$ cat src/rtl/arinc_pkg.sv
// arinc_pkg: shared definitions for the ARINC line packer (fifo2arinc).
// Holds the transmit FSM state type, word/pixel geometry, the default sync
// words, the frame word indices used by the receiver, and a helper that
// builds the angle word.
package arinc_pkg;

    // Transmit FSM states, in frame order.
    typedef enum logic [2:0] {
        ST_IDLE,
        ST_SYNC0,
        ST_SYNC1,
        ST_ANGLE,
        ST_PAYLOAD,
        ST_DRAIN
    } arinc_tx_state_t;

    localparam int WORD_W    = 32;
    localparam int PIX_W     = 3;
    localparam int ANGLE_W   = 9;
    localparam int ANGLE_LSB = 19;

    localparam logic [WORD_W-1:0] DEF_SYNC_WORD0 = 32'hA5A5_0000;
    localparam logic [WORD_W-1:0] DEF_SYNC_WORD1 = 32'h0000_5A5A;

    // Word positions inside a frame, matching the receiver's counting.
    localparam int IDX_ANGLE    = 2;
    localparam int IDX_PAYLOAD0 = 3;

    // Angle sits in bits [27:19]; bits [31:28] and [18:0] are zero.
    function automatic logic [WORD_W-1:0] make_angle_word(input logic [ANGLE_W-1:0] angle);
        return {4'b0000, angle, {ANGLE_LSB{1'b0}}};
    endfunction

endpackage

$ cat src/rtl/fifo2arinc_pix_packer.sv
// pix_packer: packs 3-bit FIFO pixels LSB-first into 32-bit words.
// Ports:
//   clk, rst_n     clock, asynchronous active-low reset
//   enable         high while a frame is in progress; low clears all state
//   fifo_data      pixel returned one cycle after fifo_read
//   fifo_empty     FIFO empty flag
//   fifo_read      FIFO read strobe (combinational from registered state)
//   word_take      consumer takes the word presented on 'word' this cycle
//   word_avail     a full word, or the zero-padded final remainder, is ready
//   word           low 32 bits of the accumulator
//   all_in         every pixel of the line has been requested and returned
module pix_packer
    import arinc_pkg::*;
#(
    parameter int PIXELS_PER_LINE = 512
) (
    input  logic              clk,
    input  logic              rst_n,
    input  logic              enable,
    input  logic [PIX_W-1:0]  fifo_data,
    input  logic              fifo_empty,
    input  logic              word_take,
    output logic              fifo_read,
    output logic              word_avail,
    output logic [WORD_W-1:0] word,
    output logic              all_in
);

    localparam int ACC_W = 64;
    localparam int CNT_W = $clog2(PIXELS_PER_LINE + 1);
    localparam logic [CNT_W-1:0] PIX_TOTAL = CNT_W'(PIXELS_PER_LINE);

    logic [ACC_W-1:0] acc_q, acc_d;
    logic [6:0]       acc_bits_q, acc_bits_d;
    logic [CNT_W-1:0] pix_req_q, pix_req_d;
    logic             rd_pending_q, rd_pending_d;

    logic [ACC_W-1:0] merged;
    logic [6:0]       bits_after_take;
    logic [6:0]       pending_bits;
    logic             have_full;

    assign pending_bits = rd_pending_q ? 7'd3 : 7'd0;
    assign have_full    = acc_bits_q >= 7'd32;
    assign all_in       = (pix_req_q == PIX_TOTAL) && !rd_pending_q;
    assign word_avail   = have_full || (all_in && acc_bits_q != 7'd0);
    assign word         = acc_q[WORD_W-1:0];

    // Counting the in-flight pixel keeps the accumulator from ever holding
    // more than 34 bits, so a full word is always drained before reading on.
    assign fifo_read = enable && (pix_req_q < PIX_TOTAL) && !fifo_empty
                       && ((acc_bits_q + pending_bits) <= 7'd31);

    // Insert the returning pixel at the current fill level, then remove the
    // taken word. A take with fewer than 32 bits is the padded final flush.
    always_comb begin
        merged = acc_q;
        if (rd_pending_q) begin
            merged = acc_q | ({{(ACC_W-PIX_W){1'b0}}, fifo_data} << acc_bits_q);
        end
        acc_d           = merged;
        bits_after_take = acc_bits_q;
        if (word_take) begin
            if (have_full) begin
                acc_d           = merged >> WORD_W;
                bits_after_take = acc_bits_q - 7'd32;
            end else begin
                acc_d           = '0;
                bits_after_take = '0;
            end
        end
        acc_bits_d   = bits_after_take + pending_bits;
        pix_req_d    = pix_req_q + CNT_W'(fifo_read);
        rd_pending_d = fifo_read;
        if (!enable) begin
            acc_d        = '0;
            acc_bits_d   = '0;
            pix_req_d    = '0;
            rd_pending_d = 1'b0;
        end
    end

    always_ff @(posedge clk or negedge rst_n) begin
        if (!rst_n) begin
            acc_q        <= '0;
            acc_bits_q   <= '0;
            pix_req_q    <= '0;
            rd_pending_q <= 1'b0;
        end else begin
            acc_q        <= acc_d;
            acc_bits_q   <= acc_bits_d;
            pix_req_q    <= pix_req_d;
            rd_pending_q <= rd_pending_d;
        end
    end

endmodule

$ cat src/rtl/fifo2arinc.sv
// fifo2arinc: builds one ARINC line frame per start request:
// SYNC_WORD0, SYNC_WORD1, angle word, then the packed pixel payload.
// Ports:
//   clk, rst_n    clock, asynchronous active-low reset
//   start         one-cycle request, honoured only when idle
//   angle_in      line angle captured with an accepted start
//   fifo_data     pixel from the FIFO (valid one cycle after fifo_read)
//   fifo_empty    FIFO empty flag
//   fifo_read     FIFO read strobe
//   arinc_data    frame word towards the transmitter
//   arinc_valid   arinc_data holds a word
//   arinc_ready   transmitter accepts on arinc_valid && arinc_ready
//   busy          frame in progress
module fifo2arinc
    import arinc_pkg::*;
#(
    parameter int                PIXELS_PER_LINE = 512,
    parameter logic [WORD_W-1:0] SYNC_WORD0      = DEF_SYNC_WORD0,
    parameter logic [WORD_W-1:0] SYNC_WORD1      = DEF_SYNC_WORD1
) (
    input  logic               clk,
    input  logic               rst_n,
    input  logic               start,
    input  logic [ANGLE_W-1:0] angle_in,
    input  logic [PIX_W-1:0]   fifo_data,
    input  logic               fifo_empty,
    output logic               fifo_read,
    output logic [WORD_W-1:0]  arinc_data,
    output logic               arinc_valid,
    input  logic               arinc_ready,
    output logic               busy
);

    localparam int PAYLOAD_WORDS = (PIX_W * PIXELS_PER_LINE + WORD_W - 1) / WORD_W;
    localparam int WCNT_W        = $clog2(PAYLOAD_WORDS + 1);
    localparam logic [WCNT_W-1:0] WORDS_LAST = WCNT_W'(PAYLOAD_WORDS);

    arinc_tx_state_t    state_q, state_d;
    logic [WORD_W-1:0]  out_data_q, out_data_d;
    logic               out_valid_q, out_valid_d;
    logic               busy_q, busy_d;
    logic [ANGLE_W-1:0] angle_q, angle_d;
    logic [WCNT_W-1:0]  words_q, words_d;

    logic              slot_open;
    logic              word_take;
    logic              word_avail;
    logic [WORD_W-1:0] packed_word;
    logic              all_in;

    pix_packer #(
        .PIXELS_PER_LINE (PIXELS_PER_LINE)
    ) u_packer (
        .clk        (clk),
        .rst_n      (rst_n),
        .enable     (state_q != ST_IDLE),
        .fifo_data  (fifo_data),
        .fifo_empty (fifo_empty),
        .word_take  (word_take),
        .fifo_read  (fifo_read),
        .word_avail (word_avail),
        .word       (packed_word),
        .all_in     (all_in)
    );

    // The output register can take a new word when empty or when its
    // current word is being accepted this cycle, which avoids bubbles.
    assign slot_open = !out_valid_q || arinc_ready;

    // The state names the word currently held in the output register; a
    // handshake loads the next one. Leaving to IDLE happens on the handshake
    // of the last payload word so busy drops with it.
    always_comb begin
        state_d     = state_q;
        out_data_d  = out_data_q;
        out_valid_d = out_valid_q;
        angle_d     = angle_q;
        words_d     = words_q;
        word_take   = 1'b0;
        case (state_q)
            ST_IDLE: begin
                if (start) begin
                    angle_d     = angle_in;
                    out_data_d  = SYNC_WORD0;
                    out_valid_d = 1'b1;
                    words_d     = '0;
                    state_d     = ST_SYNC0;
                end
            end
            ST_SYNC0: begin
                if (slot_open) begin
                    out_data_d  = SYNC_WORD1;
                    out_valid_d = 1'b1;
                    state_d     = ST_SYNC1;
                end
            end
            ST_SYNC1: begin
                if (slot_open) begin
                    out_data_d  = make_angle_word(angle_q);
                    out_valid_d = 1'b1;
                    state_d     = ST_ANGLE;
                end
            end
            ST_ANGLE, ST_PAYLOAD, ST_DRAIN: begin
                if (slot_open) begin
                    if (words_q == WORDS_LAST) begin
                        out_valid_d = 1'b0;
                        state_d     = ST_IDLE;
                    end else if (word_avail) begin
                        out_data_d  = packed_word;
                        out_valid_d = 1'b1;
                        word_take   = 1'b1;
                        words_d     = words_q + WCNT_W'(1);
                    end else begin
                        out_valid_d = 1'b0;
                    end
                    if (state_q == ST_ANGLE) begin
                        state_d = ST_PAYLOAD;
                    end
                end
                if (state_d == ST_PAYLOAD && state_q == ST_PAYLOAD && all_in) begin
                    state_d = ST_DRAIN;
                end
            end
            default: state_d = ST_IDLE;
        endcase
        busy_d = (state_d != ST_IDLE);
    end

    always_ff @(posedge clk or negedge rst_n) begin
        if (!rst_n) begin
            state_q     <= ST_IDLE;
            out_data_q  <= '0;
            out_valid_q <= 1'b0;
            busy_q      <= 1'b0;
            angle_q     <= '0;
            words_q     <= '0;
        end else begin
            state_q     <= state_d;
            out_data_q  <= out_data_d;
            out_valid_q <= out_valid_d;
            busy_q      <= busy_d;
            angle_q     <= angle_d;
            words_q     <= words_d;
        end
    end

    assign arinc_data  = out_data_q;
    assign arinc_valid = out_valid_q;
    assign busy        = busy_q;

endmodule
$ cat config.mk
export PLATFORM = sky130hd
export DESIGN_NAME = fifo2arinc
export DESIGN_NICKNAME = d
export VERILOG_FILES = /design/src/rtl/arinc_pkg.sv /design/src/rtl/fifo2arinc_pix_packer.sv /design/src/rtl/fifo2arinc.sv
export SDC_FILE = /design/constraint.sdc
export NUM_CORES = 1
export LEC_CHECK = 0
export ABC_AREA = 1
export CAP_MARGIN = 20
export CORE_ASPECT_RATIO = 0.6
export CORE_UTILIZATION = 55
export CTS_CLUSTER_SIZE = 24
export DETAILED_ROUTE_END_ITERATION = 16
export PLACE_DENSITY = 0.76
export SYNTH_ARGS = -nofsm -noshare
export SYNTH_HDL_FRONTEND = slang
export SYNTH_SLANG_ARGS = --single-unit
$ cat constraint.sdc
create_clock -name clk -period 3.7 [get_ports clk]
set_input_delay 0.555 -clock clk [delete_from_list [all_inputs] [get_ports clk]]
set_output_delay 0.555 -clock clk [all_outputs]
set_load 0.005 [all_outputs]
---- Word-level counts from Yosys, hierarchy flattened ----
Index checks and enable logic that the tools add are counted.
operators by class
  bitwise gates (word level) .............. 1
  equal/unequal tests ..................... 16
  $lt $le $gt $ge ......................... 3
  muxes and demuxes ....................... 39
  reduce and logical (&&, ||, !) cells .... 25
  shifts and indexed selects .............. 1
  add/sub/neg operators ................... 5
operators with widths
  cell                                                  number
  2-to-1 mux 32 bit                                     7
  2-to-1 mux 64 bit                                     3
  one-hot mux 32 bit (4 select lines)                   1
  OR 64 bit                                             1
  << shifter 3 x 7 -> 64 bit                            1
  2-to-1 mux 3 bit                                      8
  2-to-1 mux 6 bit                                      4
  2-to-1 mux 7 bit                                      3
  adder 7 bit                                           2
  one-hot mux 3 bit (4 select lines)                    1
  one-hot mux 6 bit (2 select lines)                    1
  adder 10 x 1 -> 10 bit                                1
  == test 10 bit (second input constant)                1
  less-than comparator 10 bit (second input constant)   1
  2-to-1 mux 10 bit                                     1
  inequality test 2 bit (second input constant)         5
  == test 3 bit (second input constant)                 3
  nonzero test 3 bit                                    3
  2-to-1 mux 1 bit                                      8
  >= comparator 7 x 6 -> 1 bit (second input constant)  1
  <= comparator 7 x 5 -> 1 bit (second input constant)  1
  logical AND 1 bit                                     7
  AND reduction 7 bit                                   1
  nonzero test 7 bit                                    1
  19 further kinds                                      24
word-level totals
  logic and storage cells ................. 101
  output and inout bits ................... 35
  flip-flop bits (word level) ............. 134

---- Longest topological paths before layout ----
Gate-level depths: netlist of run 1.
  depth in word-level cells ............... 11
  depth in mapped cells ................... 16

---- Cells and area by module ----
From an unflattened synthesis of run 1, not the netlist that was laid out.
second synthesis, totals
  cells, all modules ...................... 1,081
  area total of the unflattened synthesis .. 7,796.2 um^2
by module, submodules not included
  module      sequential area each (um^2)  times used  area an instance (um^2)  cells an instance
  pix_packer  2,052.0                      1           5,036.1                  715
  fifo2arinc  1,301.2                      1           2,760.1                  366

---- Least setup slack after synthesis of run 1 ----
No wires, ideal clock.
  kind .................................... flip-flop to flip-flop
  start point ............................. register u_packer.rd_pending_q
  end point ............................... register u_packer.pix_req_q[8]
  period minus slack after synthesis ...... 3.044 ns
  setup slack ............................. 0.656 ns
  arrival ................................. 2.918 ns
  buffers on the path ..................... 0
  cell stages (with the launch flop) ...... 16
  cells stage by stage .................... dfrtp_1 ha_1 inv_1 fa_1 nor4_1 xor2_1 nor4_1 ha_1 ha_1 nand2_1 nor2_1 inv_1 nor2_1 nand3_1 nor3b_1 nor3_1
between the ends
  cells in the longest elaborated chain, start to end .. 6
ends and longest elaborated chain
  what                             RTL line                     text
  from (decl)                      fifo2arinc_pix_packer.sv:36  logic rd_pending_q, rd_pending_d;
  from (signal assigned)           fifo2arinc_pix_packer.sv:93  rd_pending_q <= rd_pending_d;
  2-to-1 mux 2 bit                 fifo2arinc_pix_packer.sv:43  assign pending_bits = rd_pending_q ? 7'd3 : 7'd0;
  adder 7 bit                      fifo2arinc_pix_packer.sv:52  && ((acc_bits_q + pending_bits) <= 7'd31);
  <= comparator 7 x 5 -> 1 bit     fifo2arinc_pix_packer.sv:52
  logical AND 1 bit                fifo2arinc_pix_packer.sv:52
  named net fifo_read              fifo2arinc.sv:27             output logic fifo_read,
  adder 10 x 1 -> 10 bit           fifo2arinc_pix_packer.sv:73  pix_req_d = pix_req_q + CNT_W'(fifo_read);
  2-to-1 mux 10 bit                fifo2arinc_pix_packer.sv:75  if (!enable) begin
  named net u_packer.pix_req_d[8]  fifo2arinc_pix_packer.sv:35  logic [CNT_W-1:0] pix_req_q, pix_req_d;
  to (signal assigned)             fifo2arinc_pix_packer.sv:92  pix_req_q <= pix_req_d;
  to (decl)                        fifo2arinc_pix_packer.sv:35
The timed path passes the listed nets, and every way through them passes these cells.
A chain may end at the register's enable or synchronous reset.

---- Worst setup path after layout of run 1 ----
  start point ............................. register u_packer.rd_pending_q
  end point ............................... output fifo_read
between the ends
  cells in the longest elaborated chain, start to end .. 4
ends and longest elaborated chain
  what                          RTL line
  2-to-1 mux 2 bit              fifo2arinc_pix_packer.sv:43
  adder 7 bit                   fifo2arinc_pix_packer.sv:52
  <= comparator 7 x 5 -> 1 bit  fifo2arinc_pix_packer.sv:52
  logical AND 1 bit             fifo2arinc_pix_packer.sv:52
  to (decl)                     fifo2arinc.sv:27
No other way between the ends.

==> results of run 1 <==
[cell usage in the layout, fill, tap and decap left out, types with 9 or more instances in the layout]
master	instances
ha_1	9
nand3_1	21
o21bai_1	13
a21oi_1	94
buf_4	9
nor3_1	15
clkbuf_16	17
o21ai_0	68
nor2_1	77
nand2_1	202
clkdlybuf4s50_1	50
a22oi_1	9
dfrtp_1	133
o21ai_1	20
inv_1	81
[final cells by class]
type,count,share of cell area
clock inverters,14,0.02144
multi-input cells,587,0.3675
clock buffers,18,0.05415
repair buffers,61,0.07498
flip-flops and latches,134,0.4136
well taps,165,0.02546
inverters,92,0.04289
[cells by family (layout without fill, tap and decap cells)]
logic type | count (synthesis) | after routing | synth area share
mux | 2 | 2 | 0.003255
xor+xnor | 7 | 7 | 0.008861
fa+ha+maj | 11 | 11 | 0.02206
compound gates | 222 | 222 | 0.1752
simple gates | 345 | 345 | 0.2204
flops | 134 | 134 | 0.4846
buf+inv | 132 | 185 | 0.08554
[metal layers]
layer / wire length, um / share of wire / GRT usage
met1: 9164 / 0.50 / 0.4643
met2: 7093 / 0.39 / 0.4067
met3: 1722 / 0.094 / 0.06804
met4: 300 / 0.016 / 0.1146
met5: 0 / 0 / 0
[flip-flops by register name, summed over array words and instances (netlist names)]
| name | cells |
|---|---|
| u_packer.rd_pending_q | 1 |
| arinc_valid | 1 |
| state_q | 3 |
| angle_q | 9 |
| arinc_data | 32 |
| busy | 1 |
| u_packer.acc_q | 64 |
| words_q | 6 |
| u_packer.acc_bits_q | 7 |
| u_packer.pix_req_q | 10 |
[path summary, 6_finish.rpt]
path                                  startpoint                     to  slack (ns)
hold reg to reg                   arinc_data[18]         arinc_data[18]        0.48
max in group asynchronous                  rst_n     u_packer.acc_q[20]        2.66
setup / recovery           u_packer.rd_pending_q              fifo_read        0.28
hold / removal                             rst_n             state_q[1]        0.14
min in group clk                  arinc_data[18]         arinc_data[18]        0.48
setup reg to reg           u_packer.rd_pending_q  u_packer.pix_req_q[8]        0.36
[where the power goes]
part	total [mW]	switching (mW)	internal (mW)
combinational	2.14	1.43	0.708
clock	1.75	0.664	1.08
sequential	1.87	0.161	1.71
[critical path: cells and delay by family (launching register included)]
kind | cells | cell delay, ns
and+or+nand+nor | 2 | 0.52
DFF | 1 | 0.44
buffers and inverters | 3 | 0.73
xor gates and xnor gates | 1 | 0.12
adders and majority gates | 2 | 0.63
[metrics by stage]
step | instances | area, um^2 | hold slack (ns) | util
final | 1071 | 8110 | 0.1419 | 0.6680
after CTS | 1071 | 8103 | 0.1627 | 0.6674
after global placement | 1039 | 7490 | 0.4655 | 0.6169
after floorplan | 853 | 6919 | 0.2594 | -
after detailed placement | 1039 | 7490 | 0.4651 | 0.6169
after global routing | 1071 | 8110 | 0.1830 | 0.6680
==> flow_metrics.env, run 1 <==
export IMPL_status="completed"
export IMPL_track_usage=0.3011
export IMPL_end_kind="primary output"
export IMPL_ctsLongestPathBuffers=2
export IMPL_yosysMostFrequentCell="nand2_1"
export IMPL_hold_violations=0
export IMPL_cp_arrival_ns=2.86
export IMPL_ir_drop_uv=371.2
export IMPL_dieHeight_um=88.88
export IMPL_syn_inst=853
export IMPL_p_leak_nw=3.693
export IMPL_path_class="reg2out"
export IMPL_crit_required_ns=3.14
export IMPL_worst_slew_pin_slew_ns=0.7321
export IMPL_timing_fmax_mhz=292.6
export IMPL_grt_pass1_vias=5519
export IMPL_synth_area_leader_cell="dfrtp_1"
export IMPL_cts_tree="built"
export IMPL_vias=5955
export IMPL_slowest_stage="clkdlybuf4s50_1"
export IMPL_rsz0062_at_grt="false"
export IMPL_total_power_mw=5.760
export IMPL_setup_tns_final_ns=0
export IMPL_async_flop_share=1.000
export IMPL_start_util=0.5699
export IMPL_drt_wl_total_um=18280
export IMPL_finalSetupViolations=0
export IMPL_powerDensity_nw_per_um2=710.2
export IMPL_ys_flop_type="dfrtp_1"
export IMPL_gp_congestion=0.8593
export IMPL_ctsResizeCount=0
export IMPL_htree_levels=4
export IMPL_grt_pass1_wl_um=29640
export IMPL_slowest_delay_ns=0.49
export IMPL_diodes=0
export IMPL_r2r_cells=16
export IMPL_vias_per_cell=5.560
export IMPL_post_route_drc_count=0
export IMPL_grt_max_degree=92
export IMPL_clock_latency_ns=0.42
export IMPL_regArea_um2=3354
export IMPL_syn_num_nets=881
export IMPL_drive_gt1_frac=0.08830
export IMPL_synth_edf_count=0
export IMPL_core_area_um2=12140
export IMPL_synth_common_cells="202 x nand2_1, 134 x dfrtp_1, 94 x a21oi_1"
export IMPL_ys_warnings_count=0
export IMPL_period_needed_ns=3.417
export IMPL_fill_cells=984
export IMPL_avgRoutedWirePerCell_um=17.07
export IMPL_synthTopCellsByArea="dfrtp_1 48%, nand2_1 11%, a21oi_1 6.8%"
export IMPL_drtPass1Iterations=5
export IMPL_drt_iter0_markers=520
export IMPL_cts_setup_buffers=0
export IMPL_synth_avg_cell_area_um2=8.112
export IMPL_seq_area_frac_synth=0.4846
export IMPL_grt_ovfl_total=0
export IMPL_period_share=0.9235
export IMPL_slew_violations=0
export IMPL_maxCapViolations=0
export IMPL_ant_nets=0
export IMPL_ios=52
export IMPL_relSlewSlack=0.5114
export IMPL_dp_hpwl_um=12780
export IMPL_die_w_um=146.8
export IMPL_clock_sinks=134
export IMPL_hp_class="in2async"
export IMPL_ctsHoldBuffers=0
export IMPL_startpoint_type="register"
export IMPL_netlist_area_um2=6919
export IMPL_cts_root_buf="clkbuf_16"
export IMPL_yosysUniqueCellTypes=45
export IMPL_cts_buffers=17
export IMPL_nNetsFinal=921
export IMPL_synth_top_area_frac=0.4846
export IMPL_clk_pin_slew_ns=0.06
export IMPL_place_ws_ns=0.3313
export IMPL_fin_ws_ns=0.2829
export IMPL_numPortBuffers=51
export IMPL_synth_seq_cells=134
export IMPL_crit_chain="ha_1 -> inv_1 -> fa_1 -> nor4_2 -> xor2_1 -> nor4_1 -> buf_4 -> clkdlybuf4s50_1"
export IMPL_fin_skew_ns=0.01065
export IMPL_antenna_found_initial=0
export IMPL_multi_input_area_um2=2980
export IMPL_syn_to_final_growth_pct=17.22
export IMPL_cp_max_fo=7
export IMPL_num_rows=31
export IMPL_fp_dieArea_um2=13050
Power figures use the tool's default switching activity.
==> run 2: changes to the inputs <==
- SLEW_MARGIN: not set -> 0
==> results of run 2 <==
No change in the layout: final DEF, timing and power equal those of run 1.
==> run 3: changes to the inputs <==
- GPL_TIMING_DRIVEN: not set -> 0
- RECOVER_POWER: not set -> 50
==> flow_metrics.env, run 3 (synthesized netlist as in run 1, its figures left out) <==
export IMPL_ant_nets=0
export IMPL_period_needed_ns=3.565
export IMPL_diodes=0
export IMPL_grtUsageMet3=0.08557
export IMPL_fp_dieArea_um2=13050
export IMPL_finalSetupViolations=0
export IMPL_final_cell_area_um2=8244
export IMPL_slew_violations=68
export IMPL_dieHeight_um=88.88
export IMPL_worst_path_stages=7
export IMPL_clk_pin_slew_ns=0.06
export IMPL_numPortBuffers=51
export IMPL_violations="max-capacitance violations, max-slew violations"
export IMPL_grt_util_met1=0.4925
export IMPL_path_buf_inv=2
export IMPL_regMostFlops="u_packer.acc_q"
export IMPL_grt_util_met2=0.4179
export IMPL_htree_levels=4
export IMPL_period_share=0.9634
export IMPL_slowest_stage="clkdlybuf4s50_1"
export IMPL_status="finished, violations left"
export IMPL_place_ws_ns=0.2269
export IMPL_antenna_found_initial=0
export IMPL_cp_top_family="adder cells"
export IMPL_post_route_drc_count=0
export IMPL_switching_share=0.4034
export IMPL_intPower_mw=3.498
export IMPL_ir_drop_uv=483.7
export IMPL_startpoint_type="register"
export IMPL_dp_hpwl_um=13950
export IMPL_pwr_share_seq=0.319
export IMPL_ios=52
export IMPL_relSlewSlack=-0.9559
export IMPL_r2r_cells=15
export IMPL_ctsLongestPathBuffers=2
export IMPL_slowest_delay_ns=0.57
export IMPL_avgRoutedWirePerCell_um=17.26
export IMPL_combPwrFrac=0.394
export IMPL_drive_gt1_frac=0.1025
export IMPL_final_common_cell="nand2_1"
export IMPL_num_rows=31
export IMPL_timing_fmax_mhz=280.5
export IMPL_cp_arrival_ns=3.01
export IMPL_crit_required_ns=3.14
export IMPL_cts_setup_buffers=0
export IMPL_largest_reg_flops=64
export IMPL_syn_to_final_growth_pct=19.15
export IMPL_vias_per_cell=5.590
export IMPL_end_kind="primary output"
export IMPL_powerDensity_nw_per_um2=711.2
export IMPL_drtPass1Iterations=6
export IMPL_start_util=0.5699
export IMPL_grt_busiest_layer="met1"
export IMPL_total_power_mw=5.863
export IMPL_worst_slew_pin_slew_ns=2.934
export IMPL_nNetsFinal=952
export IMPL_cts_buffers=17
export IMPL_grt_max_degree=69
export IMPL_drt_iter0_markers=890
export IMPL_fin_ws_ns=0.1353
export IMPL_hold_violations=0
export IMPL_clock_latency_ns=0.42
export IMPL_fin_skew_ns=0.01006
export IMPL_hp_class="reg2reg"
export IMPL_core_area_um2=12140
export IMPL_power_frac_clock=0.286
export IMPL_grt_pass1_vias=5505
export IMPL_cp_max_fo=7
export IMPL_cts_root_buf="clkbuf_16"
export IMPL_drt_wl_total_um=19020
export IMPL_fill_cells=983
export IMPL_dpl_instance_area_um2=7665
export IMPL_vias=6160
export IMPL_grt_ovfl_total=0
export IMPL_final_cell_mix="202 x nand2_1, 134 x dfrtp_1, 94 x a21oi_1"
export IMPL_rsz0062_at_grt="false"
export IMPL_hold_ws_ns=0.4774
export IMPL_die_w_um=146.8
export IMPL_crit_chain="ha_1 -> inv_1 -> fa_1 -> nor4_1 -> xor2_1 -> nor4_2 -> clkdlybuf4s50_1"
export IMPL_p_leak_nw=3.807
export IMPL_grt_pass1_wl_um=30670
export IMPL_multi_input_area_um2=2980
export IMPL_maxCapViolations=1
export IMPL_path_class="reg2out"
export IMPL_holdPathStages=2
export IMPL_cts_tree="built"
export IMPL_track_usage=0.3149
export IMPL_switchingPower_mw=2.366
export IMPL_clock_sinks=134
export IMPL_regArea_um2=3353
export IMPL_gp_congestion=0.9593
==> run 3: per-layer routing <==
layer	vias to the layer above	wire (um)
met3	32	2149
met4	0	258
met5	-	0
met2	340	7413
met1	2853	9200
li1	2935	-
==> run 3: worst min-delay path, cell delays in order, from the launching register on <==
cell,delay (ns)
dfrtp_1,0.33
nand2_1,0.06
nand2_1,0.06
==> run 3: cell type report <==
| cell class | count | share of cell area |
|---|---|---|
| Clock buffer | 18 | 0.05327 |
| Buffer | 40 | 0.02959 |
| Tap cell | 165 | 0.02504 |
| Inverter | 92 | 0.04219 |
| Timing Repair Buffer | 52 | 0.06329 |
| Multi-Input combinational cell | 587 | 0.3615 |
| Sequential cell | 134 | 0.4067 |
| Clock inverter | 14 | 0.01836 |
==> run 3: timing repair <==
action                                  4_1_cts  5_1_grt
resized for setup                             1        0
endpoints found under the setup margin        1        0
hold buffers                                  0        0
==> run 3: path summary, 6_finish.rpt <==
kind | start | end | slack, ns
worst max-delay path | u_packer.rd_pending_q | fifo_read | 0.14
worst min-delay path | arinc_data[25] | arinc_data[25] | 0.48
worst max register to register | u_packer.rd_pending_q | u_packer.pix_req_q[8] | 0.32
worst min register to register | arinc_data[25] | arinc_data[25] | 0.48
max in group asynchronous | rst_n | u_packer.acc_q[18] | 0.65
min in group asynchronous | rst_n | state_q[2] | 1.29
==> run 3: power groups by stage <==
stage / registers, mW / clock network, mW / logic, mW
final: 1.87 / 1.68 / 2.31
after global routing: 1.90 / 1.77 / 2.55
after CTS: 1.87 / 1.69 / 2.29
after detailed placement: 1.89 / 0 / 2.25
after global placement: 1.88 / 0 / 2.22
after floorplan: 1.86 / 0 / 1.47
==> run 3: through the flow <==
step	utilization	TNS, ns	cells
2_1_floorplan	-	0	853
3_3_place_gp	0.6290	-425.54	1069
3_5_place_dp	0.6314	0	1070
4_1_cts	0.6805	0	1102
5_1_grt	0.6791	0	1102
6_report	0.6791	0	1102
